File: src/rtl/scan_pkg.sv
// Shared constants for the scan-chain tile: bus width, strobe bundle indices and synchronizer depth.
// SCAN_WRAPPER_INPUT_SYNC_EN selects a two-flop input synchronizer; otherwise a single register stage.
package scan_pkg;

    localparam int NUM_IOS_DEFAULT = 8;

    // Strobe bundle bit positions, shared by the tile and its synchronizer.
    localparam int STROBE_W  = 4;
    localparam int IDX_CLK   = 0;
    localparam int IDX_DATA  = 1;
    localparam int IDX_SEL   = 2;
    localparam int IDX_LATCH = 3;

`ifdef SCAN_WRAPPER_INPUT_SYNC_EN
    localparam int SYNC_DEPTH = 2;
`else
    localparam int SYNC_DEPTH = 1;
`endif

endpackage

File: src/rtl/scan_sync_edge.sv
// DEPTH-stage synchronizer plus one delay flop per bit on a strobe bundle, with rise/fall flags.
// DEPTH follows SCAN_WRAPPER_INPUT_SYNC_EN through scan_pkg unless overridden.
module scan_sync_edge
    import scan_pkg::*;
#(
    parameter int W     = STROBE_W,
    parameter int DEPTH = SYNC_DEPTH
) (
    input  logic         clk,
    input  logic         reset,
    input  logic [W-1:0] i_async,
    output logic [W-1:0] o_level,
    output logic [W-1:0] o_level_d,
    output logic [W-1:0] o_rise,
    output logic [W-1:0] o_fall
);

    logic [DEPTH-1:0][W-1:0] r_stage;
    logic [W-1:0]            r_level_d;

    always_ff @(posedge clk or posedge reset) begin
        if (reset) begin
            r_stage   <= '0;
            r_level_d <= '0;
        end else begin
            r_stage[0] <= i_async;
            for (int k = 1; k < DEPTH; k++) begin
                r_stage[k] <= r_stage[k-1];
            end
            r_level_d <= r_stage[DEPTH-1];
        end
    end

    assign o_level   = r_stage[DEPTH-1];
    assign o_level_d = r_level_d;

    generate
        for (genvar gi = 0; gi < W; gi++) begin : g_edge
            assign o_rise[gi] =  r_stage[DEPTH-1][gi] & ~r_level_d[gi];
            assign o_fall[gi] = ~r_stage[DEPTH-1][gi] &  r_level_d[gi];
        end
    endgenerate

endmodule

File: src/rtl/scan_wrapper_cell.sv
// One scan-chain tile: oversampled shift/capture/latch of a tiny design's I/O, strobes retimed downstream.
// Build option SCAN_WRAPPER_INPUT_SYNC_EN adds a second synchronizer flop on every strobe input.
module scan_wrapper_cell
    import scan_pkg::*;
#(
    parameter int NUM_IOS = NUM_IOS_DEFAULT,
    parameter int PL      = NUM_IOS - 1
) (
    input  logic               clk,
    input  logic               reset,
    input  logic               scan_clk_in,
    input  logic               scan_data_in,
    input  logic               scan_select_in,
    input  logic               scan_latch_en_in,
    output logic               scan_clk_out,
    output logic               scan_data_out,
    output logic               scan_select_out,
    output logic               scan_latch_en_out,
    output logic [NUM_IOS-1:0] module_data_in,
    input  logic [NUM_IOS-1:0] module_data_out
);

    logic [STROBE_W-1:0] w_strobe_in;
    logic [STROBE_W-1:0] w_level;
    logic [STROBE_W-1:0] w_level_d;
    logic [STROBE_W-1:0] w_rise;
    logic [STROBE_W-1:0] w_fall;

    assign w_strobe_in[IDX_CLK]   = scan_clk_in;
    assign w_strobe_in[IDX_DATA]  = scan_data_in;
    assign w_strobe_in[IDX_SEL]   = scan_select_in;
    assign w_strobe_in[IDX_LATCH] = scan_latch_en_in;

    scan_sync_edge #(
        .W     (STROBE_W),
        .DEPTH (SYNC_DEPTH)
    ) u_sync (
        .clk       (clk),
        .reset     (reset),
        .i_async   (w_strobe_in),
        .o_level   (w_level),
        .o_level_d (w_level_d),
        .o_rise    (w_rise),
        .o_fall    (w_fall)
    );

    logic [PL:0] r_sh;
    logic [PL:0] w_sh_next;
    logic        r_dout;
    logic [PL:0] r_module_data_in;

    always_comb begin
        w_sh_next = r_sh;
        if (w_rise[IDX_CLK]) begin
            if (w_level[IDX_SEL]) begin
                w_sh_next = module_data_out;
            end else begin
                w_sh_next = {r_sh[PL-1:0], w_level[IDX_DATA]};
            end
        end
    end

    always_ff @(posedge clk or posedge reset) begin
        if (reset) begin
            r_sh <= '0;
        end else begin
            r_sh <= w_sh_next;
        end
    end

    // Launching on the synced fall keeps downstream data stable across the whole forwarded high phase.
    always_ff @(posedge clk or posedge reset) begin
        if (reset) begin
            r_dout <= 1'b0;
        end else if (w_fall[IDX_CLK]) begin
            r_dout <= r_sh[PL];
        end
    end

    // Reads r_sh, not w_sh_next, so a coincident scan clock rise does not leak into the latched byte.
    always_ff @(posedge clk or posedge reset) begin
        if (reset) begin
            r_module_data_in <= '0;
        end else if (w_rise[IDX_LATCH]) begin
            r_module_data_in <= r_sh;
        end
    end

    assign scan_clk_out      = w_level_d[IDX_CLK];
    assign scan_select_out   = w_level_d[IDX_SEL];
    assign scan_latch_en_out = w_level_d[IDX_LATCH];
    assign scan_data_out     = r_dout;
    assign module_data_in    = r_module_data_in;

    logic w_unused;
    assign w_unused = ^{w_level[IDX_CLK], w_level[IDX_LATCH], w_level_d[IDX_DATA],
                        w_rise[IDX_DATA], w_rise[IDX_SEL],
                        w_fall[IDX_DATA], w_fall[IDX_SEL], w_fall[IDX_LATCH]};

endmodule

File: config.mk
export PLATFORM = sky130hd
export DESIGN_NAME = scan_wrapper_cell
export DESIGN_NICKNAME = d
export VERILOG_FILES = /design/src/rtl/scan_pkg.sv /design/src/rtl/scan_sync_edge.sv /design/src/rtl/scan_wrapper_cell.sv
export SDC_FILE = /design/constraint.sdc
export NUM_CORES = 1
export LEC_CHECK = 0
export ABC_AREA = 0
export CAP_MARGIN = 20
export CORE_MARGIN = 2
export CORE_UTILIZATION = 50
export DETAILED_ROUTE_END_ITERATION = 7
export PLACE_DENSITY_LB_ADDON = 0.05
export SLEW_MARGIN = 10
export SYNTH_ARGS = -nofsm -noshare
export SYNTH_HDL_FRONTEND = slang
export SYNTH_HIERARCHICAL = 1
export SYNTH_SLANG_ARGS = --single-unit
File: constraint.sdc
create_clock -name clk -period 1.95 [get_ports clk]
set_input_delay 0.4875 -clock clk [delete_from_list [all_inputs] [get_ports clk]]
set_output_delay 0.4875 -clock clk [all_outputs]
set_load 0.05 [all_outputs]
==> impl_metrics.json, run 1 <==
{
  "num_rows": 15,
  "cts.reportedPaths.clkPinSlew_ns": 0.12,
  "synthesis.instances": 66,
  "vias": 557,
  "dieArea_mm2": 0.00226,
  "post-route-util_pct": 70.1,
  "place.detailed.hpwl_um": 1100,
  "max_cap_viol_count": 0,
  "instances_no_fill": 119,
  "largest_vdd_supply_drop_mv": 0.624,
  "pre_cts_ws_ns": 0.377,
  "clock_power_share_pct": 19.7,
  "worst_setup_path_end_kind": "output port",
  "worst_setup_path_startpoint": "u_sync/o_level_d[2]",
  "cp_data_required_time_ns": 1.46,
  "clock.fmax_mhz": 646,
  "postCtsSetupRepairBufs": 0,
  "dp_cells": 115,
  "number_of_global_route_vias_before_repair": 587,
  "initial_core_util_pct": 54.2,
  "final_period_demand_of_the_worst_path_ns": 1.55,
  "worstReg2RegEnd": "r_sh[7]",
  "ctsLongestPathBuffers": 2,
  "die_height_um": 47.5,
  "timing.critical_path.depth": 1,
  "critical_path.reg2reg.startpoint": "u_sync/o_level[2]",
  "floorplan.core_area_mm2": 0.00175,
  "clock-sinks": 24,
  "cts_tree": "built",
  "cts_inserted_buffers": 3,
  "grt.overflow.total": 0,
  "worst_pin_slew_ns": 0.495,
  "layout.cells.most_common_list": "sky130_fd_sc_hd__dfrtp_1, sky130_fd_sc_hd__buf_4, sky130_fd_sc_hd__clkdlybuf4s50_1",
  "timing.slew.headroom_pct": 66.9,
  "synthesis.area_um2": 946,
  "syn2layout_area_growth_pct": 29.4,
  "gp_congestion": 0.680,
  "grtUsageTotal_pct": 17.8,
  "worstRegToRegCells": 2,
  "final_nets": 109,
  "cp_cell_sequence": "dlymetal6s2s_1",
  "fillerInstances": 139,
  "postSynthAreaPerCell_um2": 14.3,
  "htree_num_levels": 1,
  "grt_pass1_wl_um": 2600,
  "critical_path.endpoint": "scan_select_out",
  "cts_resized": 0,
  "sequential_group_share_of_total_power_pct": 48.5,
  "antenna_violating_nets_left": 0,
  "grt_antenna_before_repair": 0,
  "final-max-slew-violation-count": 0,
  "synthesis.nets": 80,
  "drc_errors": 0,
  "final_layout_size_suffix_gt1_share_pct": 28.7,
  "arrival_ns": 1.06,
  "path_buf_inv": 1,
  "final-setup-viol-count": 0,
  "cpLargestDelayFamily": "buffers and inverters",
  "regToRegSetupSlack_ns": 0.81,
  "fin_tns_setup_ns": 0,
  "final.period_utilization_pct": 79.3,
  "cts_stage_hold_buffer_count": 0,
  "detailedRoute.firstPassIterationCount": 3,
  "leakage_nw": 0.568,
  "cp_slowest_cell": "sky130_fd_sc_hd__dlymetal6s2s_1",
  "setup_ws_ns": 0.403,
  "clock-root-buffer": "sky130_fd_sc_hd__clkbuf_4",
  "crit_fanout": 1,
  "number_of_design_rule_violations_left_by_the_first_detailed_router_iteration": 6,
  "post_drt_wl_per_cell_um": 13.0,
  "route.detailed.vias_per_inst": 4.68,
  "detail_route.wirelength_um": 1540,
  "run_status": "completed",
  "critical_path.max_stage_delay_ns": 0.41,
  "netSwitchingFraction_pct": 33.6,
  "p_switching_mw": 0.436,
  "p_per_area_mw_per_mm2": 1060,
  "synthesis.yosys.warnings": 6,
  "criticalPathCategory": "reg2out",
  "hold_path.class": "reg2reg",
  "antenna_cells_inserted": 0,
  "clk-insertion-delay-late_ns": 0.31,
  "unrepaired_setup_endpoints_after_global_routing": "no",
  "intPower_mw": 0.859,
  "port_buffers": 25,
  "pin_count_of_the_biggest_net_entering_global_routing": 18,
  "layout.cells.most_common": "sky130_fd_sc_hd__dfrtp_1",
  "clock-skew-final_ns": 0.00169,
  "p_total_mw": 1.30,
  "power_frac_comb_pct": 31.8,
  "design.portCount": 26,
  "type_of_origin_of_the_critical_path": "flop",
  "timing_hold_violations_final": 0,
  "die_w_um": 47.5
}
[worst register-to-register path, cell delays in order (launching register included)]
cell,delay [ns]
sky130_fd_sc_hd__dfrtp_1,0.65
sky130_fd_sc_hd__mux2i_1,0.29
sky130_fd_sc_hd__a21oi_1,0.10
[layer usage]
metal,vias up,track usage (%),wire (um)
met5,-,0,0
met4,0,11.7,36
met3,4,3.40,67
met2,16,28.4,751
met1,264,22.0,688
li1,273,-,-
[worst min-delay path by stage]
stage	start	end	slack [ns]	depth (start not counted)
after floorplan	reset	u_sync/o_level[0]	0.29	1
after global placement	u_sync/o_level[3]	u_sync/o_level_d[3]	0.36	0
after detailed placement	u_sync/o_level[3]	u_sync/o_level_d[3]	0.36	0
after CTS	u_sync/o_level[3]	u_sync/o_level_d[3]	0.39	0
after global routing	u_sync/o_level[3]	u_sync/o_level_d[3]	0.41	0
final	u_sync/o_level[3]	u_sync/o_level_d[3]	0.39	0
[sequential cells by signal (all words and copies together), names as in the netlist]
name and cells:
r_sh 8, scan_data_out 1, u_sync/o_level_d 3, u_sync/o_level 4, module_data_in 8
[per-stage QoR]
step           cell area, um2  hold slack [ns]
2_1_floorplan             946            0.291
3_3_place_gp             1180            0.356
3_5_place_dp             1180            0.364
4_1_cts                  1220            0.393
5_1_grt                  1220            0.406
6_report                 1220            0.392
[power groups by stage]
stage                     sequential, mW  combinational (mW)  clock, mW
final                              0.628               0.412      0.255
after floorplan                    0.798               0.127          0
after global placement             0.636               0.411          0
after detailed placement           0.639               0.415          0
after CTS                          0.630               0.416      0.265
after global routing               0.642               0.439      0.289
[cell type report]
type	instances	area (um2)	area share (%)
Inverter	2	7.51	0.613
Timing Repair Buffer	28	248	20.2
Tap cell	25	31.3	2.56
Multi-Input combinational cell	36	300	24.5
Clock buffer	4	36.3	2.97
Sequential cell	24	601	49.1
Note: power is estimated with default switching activity, not from simulation.
==> run 2, diff against run 1 <==
--- a/config.mk
+++ b/config.mk
@@ -8,7 +8,7 @@
 export ABC_AREA = 0
 export CAP_MARGIN = 20
 export CORE_MARGIN = 2
-export CORE_UTILIZATION = 50
+export CORE_UTILIZATION = 42
 export DETAILED_ROUTE_END_ITERATION = 7
 export PLACE_DENSITY_LB_ADDON = 0.05
 export SLEW_MARGIN = 10
==> constraint.sdc (replaced) <==
create_clock -name clk -period 1.33 [get_ports clk]
set_input_delay 0.3325 -clock clk [delete_from_list [all_inputs] [get_ports clk]]
set_output_delay 0.3325 -clock clk [all_outputs]
set_load 0.05 [all_outputs]
==> run 2 against run 1 <==
Against the previous run: routed wire length grew 15%; first-iteration DRC count shrank 67%; sequential share of layout area down 6.1 points; via count grew 5.7%; global-route usage shrank 0.50 points; final cell count up 3.4%; hold slack worse by 0.15 ns; sequential power rose by 54%; clock skew increased by 0.011 ns; largest cell class unchanged.
==> impl_metrics.json, run 2 (synthesis results as in run 1) <==
{
  "final-setup-viol-count": 0,
  "gp_congestion": 0.704,
  "fin_tns_setup_ns": 0,
  "grt_pass1_wl_um": 3260,
  "htree_num_levels": 1,
  "clock-root-buffer": "sky130_fd_sc_hd__clkbuf_4",
  "cpLargestDelayFamily": "flip-flops",
  "timing_hold_violations_final": 0,
  "clock-sinks": 24,
  "timing.slew.headroom_pct": 82.6,
  "grt_met1_use_pct": 21.0,
  "final-max-slew-violation-count": 0,
  "post_drt_wl_per_cell_um": 14.5,
  "final.period_utilization_pct": 95.6,
  "cp_cell_sequence": "buf_12",
  "run_status": "completed",
  "final_layout_size_suffix_gt1_share_pct": 30.5,
  "cts_resized": 0,
  "p_per_area_mw_per_mm2": 1630,
  "drc_errors": 0,
  "cts.reportedPaths.clkPinSlew_ns": 0.13,
  "initial_core_util_pct": 43.6,
  "layout.cells.most_common": "sky130_fd_sc_hd__dfrtp_1",
  "cts_inserted_buffers": 3,
  "clock.fmax_mhz": 787,
  "type_of_origin_of_the_critical_path": "flop",
  "number_of_global_route_vias_before_repair": 650,
  "layout.cells.most_common_list": "sky130_fd_sc_hd__dfrtp_1, sky130_fd_sc_hd__clkdlybuf4s50_1, sky130_fd_sc_hd__buf_12",
  "postCtsSetupRepairBufs": 0,
  "worst_hold_slack_ns": 0.246,
  "final_nets": 110,
  "cts_tree": "built",
  "die_height_um": 51.5,
  "unrepaired_setup_endpoints_after_global_routing": "no",
  "detail_route.wirelength_um": 1780,
  "design.portCount": 26,
  "p_total_mw": 2.27,
  "leakage_nw": 0.633,
  "die_w_um": 51.5,
  "path_buf_inv": 1,
  "top_usage_layer_grt": "met2",
  "worst_setup_path_end_kind": "output port",
  "hold_path.class": "in2async",
  "grtUsageTotal_pct": 17.3,
  "cp_slowest_cell": "sky130_fd_sc_hd__dfrtp_1",
  "num_rows": 17,
  "worst_pin_slew_ns": 0.261,
  "criticalPathCategory": "reg2out",
  "port_buffers": 25,
  "antenna_violating_nets_left": 0,
  "use_met2_pct": 28.0,
  "crit_fanout": 2,
  "largest_vdd_supply_drop_mv": 1.28,
  "number_of_design_rule_violations_left_by_the_first_detailed_router_iteration": 2,
  "grt_util_met3_pct": 6.14,
  "critical_path.max_stage_delay_ns": 0.45,
  "clock-skew-final_ns": 0.0125,
  "ctsLongestPathBuffers": 2,
  "cp_data_required_time_ns": 1.00,
  "place.detailed.hpwl_um": 1290,
  "final_period_demand_of_the_worst_path_ns": 1.27,
  "pin_count_of_the_biggest_net_entering_global_routing": 18,
  "floorplan.core_area_mm2": 0.00217,
  "cts_stage_hold_buffer_count": 0,
  "route.detailed.vias_per_inst": 4.79,
  "arrival_ns": 0.94,
  "dieArea_mm2": 0.00265,
  "max_cap_viol_count": 0,
  "antenna_cells_inserted": 0,
  "grt.overflow.total": 0,
  "vias": 589,
  "detailedRoute.firstPassIterationCount": 3,
  "grt_antenna_before_repair": 0,
  "clk-insertion-delay-late_ns": 0.32,
  "syn2layout_area_growth_pct": 47.6
}
==> run 2: final timing paths <==
kind / start / end / slack, ns / cells past startpoint
setup / recovery: module_data_in[2] / module_data_in[2] / 0.06 / 1
hold / removal: reset / u_sync/o_level_d[2] / 0.25 / 2
setup reg to reg: u_sync/o_level_d[3] / module_data_in[7] / 0.17 / 3
hold reg to reg: u_sync/o_level[3] / u_sync/o_level_d[3] / 0.39 / 0
max in group asynchronous: reset / r_sh[7] / 0.80 / 3
min in group clk: u_sync/o_level[3] / u_sync/o_level_d[3] / 0.39 / 0
==> run 2: worst register-to-register path, cell delays in order, from the launching register on <==
cell	delay, ns
sky130_fd_sc_hd__dfrtp_1	0.43
sky130_fd_sc_hd__nor2b_1	0.12
sky130_fd_sc_hd__buf_4	0.21
sky130_fd_sc_hd__mux2_4	0.31
==> run 2: power by group <==
group	total [mW]	switching, mW	internal (mW)
logic	0.790	0.365	0.425
clock network	0.518	0.213	0.305
registers	0.966	0.122	0.845
total	2.27	0.700	1.57
==> run 2: layer usage <==
layer | wire length (um) | part of all wire [%] | up-vias
li1 | - | - | 280
met1 | 745 | 42 | 289
met2 | 907 | 51 | 16
met3 | 89 | 5.0 | 4
met4 | 36 | 2.0 | 0
met5 | 0 | 0 | -
==> run 2: cell type report <==
cell class              count  area (um2)
clock inverters             1        30.0
repair buffers             29         400
inverters                   2        7.51
multi-input cells          36         300
flip-flops and latches     24         601
fillers                   193         773
clock buffers               3        22.5
well taps                  28        35.0
==> run 2: through the flow <==
stage | setup WS (ns) | util (%) | instances | area, um2
floorplan | 0.00627 | - | 66 | 946
global placement | 0.192 | 61.9 | 119 | 1340
detailed placement | 0.169 | 61.9 | 119 | 1340
CTS | 0.0351 | 64.4 | 123 | 1400
global route | 0.00421 | 64.4 | 123 | 1400
finish | 0.0587 | 64.4 | 123 | 1400
